**src/rtl/uart_rx.sv**
```systemverilog
// -----------------------------------------------------------------------------
// uart_rx
//   8N1 UART receiver for the LPC COM1 receive path. The asynchronous rx pin
//   is synchronised and oversampled on lpc_clk. Each character is deframed and
//   the byte is presented on rx_data together with a one-clock rx_data_valid
//   strobe, which the LPC rx buffer captures.
//
// Parameters
//   DIVISOR     lpc_clk cycles per oversample tick (1..65535)
//   OVERSAMPLE  ticks per bit (16 only)
//
// Ports
//   lpc_clk        in   system clock, rising edge
//   lpc_rst        in   asynchronous active-low reset
//   rx             in   asynchronous serial line, idle high
//   rx_data        out  [7:0] last correctly received byte
//   rx_data_valid  out  one-clock pulse, new byte on rx_data
//   frame_err      out  one-clock pulse, stop bit sampled low
//   rx_active      out  high while a frame is in progress
// -----------------------------------------------------------------------------
module uart_rx #(
    parameter int unsigned DIVISOR    = 18,
    parameter int unsigned OVERSAMPLE = 16
) (
    input  logic       lpc_clk,
    input  logic       lpc_rst,
    input  logic       rx,
    output logic [7:0] rx_data,
    output logic       rx_data_valid,
    output logic       frame_err,
    output logic       rx_active
);

    typedef enum logic [2:0] {
        IDLE,
        START,
        DATA,
        STOP,
        BREAK
    } state_t;

    localparam logic [15:0] PRESCALE_LAST = 16'(DIVISOR - 1);
    localparam logic [3:0]  SAMPLE_LAST   = 4'(OVERSAMPLE - 1);
    // Start bit is checked at its centre: the 8th tick after the falling edge.
    localparam logic [3:0]  SAMPLE_MID    = 4'(OVERSAMPLE / 2 - 1);

    state_t      r_state;
    state_t      w_next_state;
    logic        r_sync1;
    logic        r_rx_s;
    logic [15:0] r_prescale;
    logic [3:0]  r_sample;
    logic [2:0]  r_bit;
    logic [7:0]  r_shift;

    logic        w_tick;
    logic        w_start_frame;
    logic        w_enter_data;
    logic        w_shift_en;
    logic        w_valid_set;
    logic        w_err_set;

    assign w_tick    = (r_prescale == PRESCALE_LAST);
    assign rx_active = (r_state == START) || (r_state == DATA) || (r_state == STOP);

    // Two-flop synchroniser. Resets to the idle line level so that leaving
    // reset is never mistaken for a start bit.
    // NOTE: sequential state is written with non-blocking assignments only, so
    // every flop samples the pre-edge value of the others.
    always_ff @(posedge lpc_clk or negedge lpc_rst) begin
        if (!lpc_rst) begin
            r_sync1 <= 1'b1;
            r_rx_s  <= 1'b1;
        end else begin
            r_sync1 <= rx;
            r_rx_s  <= r_sync1;
        end
    end

    always_ff @(posedge lpc_clk or negedge lpc_rst) begin
        if (!lpc_rst) begin
            r_state <= IDLE;
        end else begin
            r_state <= w_next_state;
        end
    end

    // NOTE: every signal driven here gets a default first, so no path through
    // the case statement can leave one unassigned and infer a latch.
    always_comb begin
        w_next_state  = r_state;
        w_start_frame = 1'b0;
        w_enter_data  = 1'b0;
        w_shift_en    = 1'b0;
        w_valid_set   = 1'b0;
        w_err_set     = 1'b0;

        case (r_state)
            IDLE: begin
                if (!r_rx_s) begin
                    w_next_state  = START;
                    w_start_frame = 1'b1;
                end
            end
            START: begin
                if (w_tick && (r_sample == SAMPLE_MID)) begin
                    if (r_rx_s) begin
                        // Line went back high before mid start bit: glitch.
                        w_next_state = IDLE;
                    end else begin
                        w_next_state = DATA;
                        w_enter_data = 1'b1;
                    end
                end
            end
            DATA: begin
                if (w_tick && (r_sample == SAMPLE_LAST)) begin
                    w_shift_en = 1'b1;
                    if (r_bit == 3'd7) begin
                        w_next_state = STOP;
                    end
                end
            end
            STOP: begin
                if (w_tick && (r_sample == SAMPLE_LAST)) begin
                    if (r_rx_s) begin
                        w_valid_set  = 1'b1;
                        w_next_state = IDLE;
                    end else begin
                        w_err_set    = 1'b1;
                        w_next_state = BREAK;
                    end
                end
            end
            BREAK: begin
                // Hold here while the line stays low so a long break reports
                // a single frame error.
                if (r_rx_s) begin
                    w_next_state = IDLE;
                end
            end
            default: begin
                w_next_state = IDLE;
            end
        endcase
    end

    // Prescaler, sample/bit counters, shift register and registered outputs.
    always_ff @(posedge lpc_clk or negedge lpc_rst) begin
        if (!lpc_rst) begin
            r_prescale    <= '0;
            r_sample      <= '0;
            r_bit         <= '0;
            r_shift       <= '0;
            rx_data       <= '0;
            rx_data_valid <= 1'b0;
            frame_err     <= 1'b0;
        end else begin
            // Re-phase the tick grid to the detected falling edge.
            if (w_start_frame || w_tick) begin
                r_prescale <= '0;
            end else begin
                r_prescale <= r_prescale + 16'd1;
            end

            // Cleared again at mid start bit so data samples land on bit
            // centres; otherwise it wraps 15 -> 0 naturally.
            if (w_start_frame || w_enter_data) begin
                r_sample <= '0;
            end else if (w_tick) begin
                r_sample <= r_sample + 4'd1;
            end

            if (w_enter_data) begin
                r_bit <= '0;
            end else if (w_shift_en) begin
                r_bit <= r_bit + 3'd1;
            end

            // LSB arrives first, so shifting in at the MSB leaves the byte in
            // natural order after eight bits.
            if (w_shift_en) begin
                r_shift <= {r_rx_s, r_shift[7:1]};
            end

            if (w_valid_set) begin
                rx_data <= r_shift;
            end
            rx_data_valid <= w_valid_set;
            frame_err     <= w_err_set;
        end
    end

endmodule

```
**config.mk**
```make
export PLATFORM = sky130hd
export DESIGN_NAME = uart_rx
export DESIGN_NICKNAME = d
export VERILOG_FILES = /design/src/rtl/uart_rx.sv
export SDC_FILE = /design/constraint.sdc
export NUM_CORES = 1
export LEC_CHECK = 0
export CORE_ASPECT_RATIO = 0.6
export CORE_MARGIN = 10
export CORE_UTILIZATION = 55
export CTS_BUF_LIST = sky130_fd_sc_hd__clkbuf_8
export DETAILED_ROUTE_END_ITERATION = 16
export GPL_TIMING_DRIVEN = 0
export PLACE_DENSITY_LB_ADDON = 0.25
export SKIP_CTS_REPAIR_TIMING = 1
export SLEW_MARGIN = 30
export SYNTH_ARGS = -nofsm -noshare
export SYNTH_HDL_FRONTEND = slang
export SYNTH_SLANG_ARGS = --single-unit
export TNS_END_PERCENT = 10
```
**constraint.sdc**
```tcl
create_clock -name lpc_clk -period 2.6 [get_ports lpc_clk]
set_input_delay 0.65 -clock lpc_clk [delete_from_list [all_inputs] [get_ports lpc_clk]]
set_output_delay 0.65 -clock lpc_clk [all_outputs]
set_load 0.005 [all_outputs]
```
==> Yosys cells after proc, flatten, opt, wreduce, memory -nomap -nowiden <==
Cells that the tools add are included.
{ "totals": {"regBits": 46, "input_bits": 3, "out_inout_bits": 11} }
{ "classes": {"n_addsub": 3, "eq_ne": 14, "mux": 25, "reduce_logical": 10} }
{ "ops": {"columns": ["operator", "n"], "rows": [
  ["$mux 3", 9],
  ["$add 16x1->16 const B", 1],
  ["$eq 16x5->1 const B", 1],
  ["$mux 16", 1],
  ["$pmux 3 s5", 1],
  ["$mux 1", 11],
  ["$mux 4", 2],
  ["$ne 2x1->1 const B", 4],
  ["$eq 3x2->1 const B", 2],
  ["$eq 3x3->1 const B", 2],
  ["$reduce_and 6->1", 1],
  ["$add 4x1->4 const B", 1],
  ["$eq 4x3->1 const B", 1],
  ["$eq 4x4->1 const B", 1],
  ["$logic_or 1x1->1", 4],
  ["$ne 2x2->1 const B", 2],
  ["$reduce_bool 2->1", 2],
  ["$add 3x1->3 const B", 1],
  ["$eq 3x1->1 const B", 1],
  ["$logic_not 3->1", 1],
  ["$logic_and 1x1->1", 2],
  ["$mux 2", 1]
]} }

==> Logic depth before layout (Yosys ltp) <==
{ "logic_depth": {"word_depth": 6, "ltp_mapped": 7} }

==> Worst setup path after synthesis <==
OpenSTA, ideal clock, no wires.
{ "synth_timing": {"path_type": "reg-to-reg", "start": "register r_prescale[1]", "end": "register r_shift[1]", "setup_ps": 125, "arrival_ps": 1892, "required_time_ps": 2475, "slack_ps": 584, "path_stages_with_launch": 8, "n_path_buf": 1, "period_less_slack_ps": 2016, "cell_sequence": "dfrtp_1 > inv_1 > ha_1 > nor3b_2 > nand3_2 > nor4_2 > buf_6 > mux2_2"} }
{ "synth_between": {"elab_chain_cells": 4} }
{ "synth_rtl": {"columns": ["element", "line_no", "rtl"], "rows": [
  ["start: declaration", "51", "logic [15:0] r_prescale;"],
  ["start signal: assignment", "163", "r_prescale <= r_prescale + 16'd1;"],
  ["$eq 16x5->1", "63", "assign w_tick = (r_prescale == PRESCALE_LAST);"],
  ["$logic_and 1x1->1", "117", "if (w_tick && (r_sample == SAMPLE_LAST)) begin"],
  ["$mux 1", "117", null],
  ["$mux 1", "98", "case (r_state)"],
  ["end signal: assignment", "183", "r_shift <= {r_rx_s, r_shift[7:1]};"],
  ["end: declaration", "54", "logic [7:0] r_shift;"]
]} }
No other way between the ends.
A chain may end at the register's enable or synchronous reset.

==> Worst setup path in the final report <==
{ "layout_timing": {"start": "register r_prescale[1]", "end": "register r_shift[2]"} }
Same word-level chain as after synthesis.

==> results.tsv <==
stage	metric	value	unit
floorplanning	die_h	69.87	um
sta	min_period	2.389	ns
layout	diodes	0	
routing	via_per_inst	5.927	
clock_network	cts_buffers	5	
routing	drtAntennaViolNets	0	
sta	hold_viol_final	0	
logic_synthesis	ys_seq_area_share	50.60	%
power_and_ir_drop	sequentialPowerShare	60.1	%
global_route	overflow	0	
logic_synthesis	ys.warnings.count	0	
worst_setup_path	worst_setup_path_end_kind	register	
run	cap_violations	0	
routing	drt_wl_total	4423	um
global_route	track_usage	13.16	%
sta	slew_viol_final	0	
clock_network	path_clk_slew	0.09	ns
logic_synthesis	synthArstFlopShare	100.0	%
routing	wl_per_cell	16.20	um
clock_network	htree_levels	2	
logic_synthesis	syn-num-nets	209	
sta	rsz0062_at_grt	no	
routing	initialDrtViolationCount	65	
clock_network	cts_tree	built	
power_and_ir_drop	leakagePower	1.125	nW
place	place_hpwl	3300	um
place	dpl_worst_slack	0.2567	ns
worst_setup_path	critPathKind	reg -> reg	
global_route	grt_pass1_vias	1558	
worst_setup_path	critPathLaunch	r_prescale[1]	
layout	fin_util	63.64	%
sta	tightest_slew	0.5684	ns
sta	clock.fmax	418.6	MHz
power_and_ir_drop	clockPowerShare	37.9	%
floorplanning	ios	14	
logic_synthesis	synthCells	201	
sta	finalCritPeriodShare	91.87	%
layout	drive_above_1_share	18.39	%
sta	slew_headroom	61.76	%
routing	drc_errors	0	
worst_setup_path	startpoint_type	register	
power_and_ir_drop	p_comb_share	2.0	%
floorplanning	rows	18	
logic_synthesis	syn_area_per_cell	11.34	sq um
clock_network	clockBufferDepth	2	
logic_synthesis	synth.distinct_cells	46	
place	place_area	2487	sq um
routing	vias	1618	
global_route	grt_antenna_before_repair	0	
power_and_ir_drop	netSwitchingPower	278.7	uW
logic_synthesis	syn-cell-area	2280	sq um
worst_setup_path	ff2ff_setup_slack	0.21	ns
worst_setup_path	worst-r2r-cell-count	7	
hold_path	hold_class	in -> async	
floorplanning	fp.dieW	103.1	um
layout	final_cells	273	
clock_network	root_buffer	clkbuf_8	
layout	syn2layout_area_growth	13.17	%
layout	nets	230	
power_and_ir_drop	p_int	916.0	uW
power_and_ir_drop	pwr_density_cell	463.1	nW/um^2
clock_network	clk_latency	0.30	ns
floorplanning	initial_core_util	56.23	%
logic_synthesis	synth_area_leaders	dfrtp_1, mux2_2, xnor2_1	
place	gp_routability_congestion	0.8756	
routing	first_pass_iters	4	
worst_setup_path	rr_startpoint	r_prescale[1]	
power_and_ir_drop	swShare	23.32	%
logic_synthesis	yosys.area.top_type	dfrtp_1	
floorplanning	dieArea	7205	sq um
layout	n_fill_cell	317	
logic_synthesis	synth-seq-cells	46	
floorplanning	core-area	4054	sq um
global_route	grt_max_degree	30	
worst_setup_path	cp_max_fo	10	
status	outcome	finished, final reports clean	
power_and_ir_drop	ir_worst_vdd	364.4	uV
logic_synthesis	synth_edf_count	0	
global_route	grt_pass1_wl	7603	um
logic_synthesis	synth_top_area_share	48.30	%
place	dpl.cell_count	265	
place	numPortBuffers	13	
worst_setup_path	cp.required	2.79	ns
logic_synthesis	yosys_most_used_dff	dfrtp_1	
layout	design_area	2580	sq um
worst_setup_path	r2r-end	r_shift[2]	
sta	fin_ws	0.2113	ns
clock_network	clock_sinks	46	
sta	finalSetupViolCount	0	
worst_setup_path	worst-endpoint-arrival	2.58	ns
sta	clock_skew	0.004731	ns
## kinds of logic (layout without fill, tap and decap cells)
kind of cell,Yosys count,in the layout,synth area share [%]
AO/OA/AOI/OAI,15,15,4.666
flip-flops,46,46,50.60
AND/OR/NAND/NOR,89,89,23.71
XOR/XNOR,14,14,5.379
multiplexers,18,18,9.001
buffers and inverters,14,36,3.897
adder cells (fa/ha/maj),5,5,2.744
## stage by stage
stage,total power [mW],hold slack [ns],TNS [ns]
after global placement,0.7529,0.3485,-10.71
after detailed placement,0.7569,0.3538,0
after floorplan,0.7357,0.3452,0
after CTS,1.205,0.2818,0
after global routing,1.240,0.2914,0
final,1.195,0.2744,0
## per-layer routing
layer  GRT usage (%)  part of all wire (%)  wire (um)  vias up
li1                -                     -          -      770
met1           17.92                    47       2080      808
met2           19.55                    47       2069       35
met3           4.420                   5.6        248        5
met4           3.226                  0.54         24        0
met5               0                     0          0        -
## cell type report
type / count / area [sq um] / share of cell area (%)
clock buffers: 5 / 68.82 / 2.667
inverters: 6 / 22.52 / 0.8729
repair buffers: 14 / 145.1 / 5.626
well taps: 50 / 62.56 / 2.425
multi-input cells: 141 / 1037 / 40.20
clock inverters: 3 / 23.77 / 0.9214
plain buffers: 8 / 66.31 / 2.570
flip-flops and latches: 46 / 1154 / 44.71
## power groups by stage
stage	clock [mW]	sequential (mW)	combinational [mW]
5_1_grt	0.494	0.718	0.0277
6_report	0.453	0.718	0.0235
3_5_place_dp	0	0.732	0.0248
4_1_cts	0.463	0.718	0.0247
2_1_floorplan	0	0.732	0.00359
3_3_place_gp	0	0.732	0.0207
## registers in the layout, summed over array words and instances (netlist names)
name           flops
r_sync1            1
r_rx_s             1
r_state            3
r_bit              3
r_shift            8
rx_data            8
r_sample           4
r_prescale        16
rx_data_valid      1
frame_err          1
## placed cells by master (no fill, tap or decap), drive strengths merged
cell and instances:
a21oi 1, a22o 2, a2bb2oi 1, a31oi 1
a41oi 2, and2 1, and3 2, and4b 1
buf 5, clkbuf 10, clkdlybuf4s50 12, clkinvlp 2
dfrtp 44, dfstp 2, ha 5, inv 7
mux2 17, mux2i 1, nand2 12, nand3 13
nand4 8, nor2 27, nor2b 1, nor3 4
nor3b 1, nor4 12, nor4b 3, o211ai 1
o21a 1, o21ai 4, o31a 1, o31ai 1
or3 2, or4 2, xnor2 12, xor2 2
## Yosys cell counts (all sizes together) (3+ instances only)
master	n
nand4	8
xnor2	12
nor4b	3
dfrtp	44
inv	6
nor2	27
nand2	12
nor4	12
nor3	4
clkbuf	5
nand3	13
mux2	17
buf	3
o21ai	4
ha	5
## worst max-delay path by stage
stage | endpoint | slack [ns] | depth (start not counted)
after floorplan | r_shift[1] | 0.58 | 7
after global placement | r_bit[1] | -0.24 | 1
after detailed placement | r_shift[3] | 0.26 | 7
after CTS | rx_active | 0.22 | 4
after global routing | r_shift[2] | 0.09 | 7
final | r_shift[2] | 0.21 | 7
## critical path, stage by stage (launching register included)
cell	delay [ns]
dfrtp_1	0.44
inv_1	0.08
ha_1	0.13
nor3b_2	0.39
nand3_2	0.28
nor4_2	0.40
buf_6	0.21
mux2_2	0.35
Power figures use the tool's default switching activity.
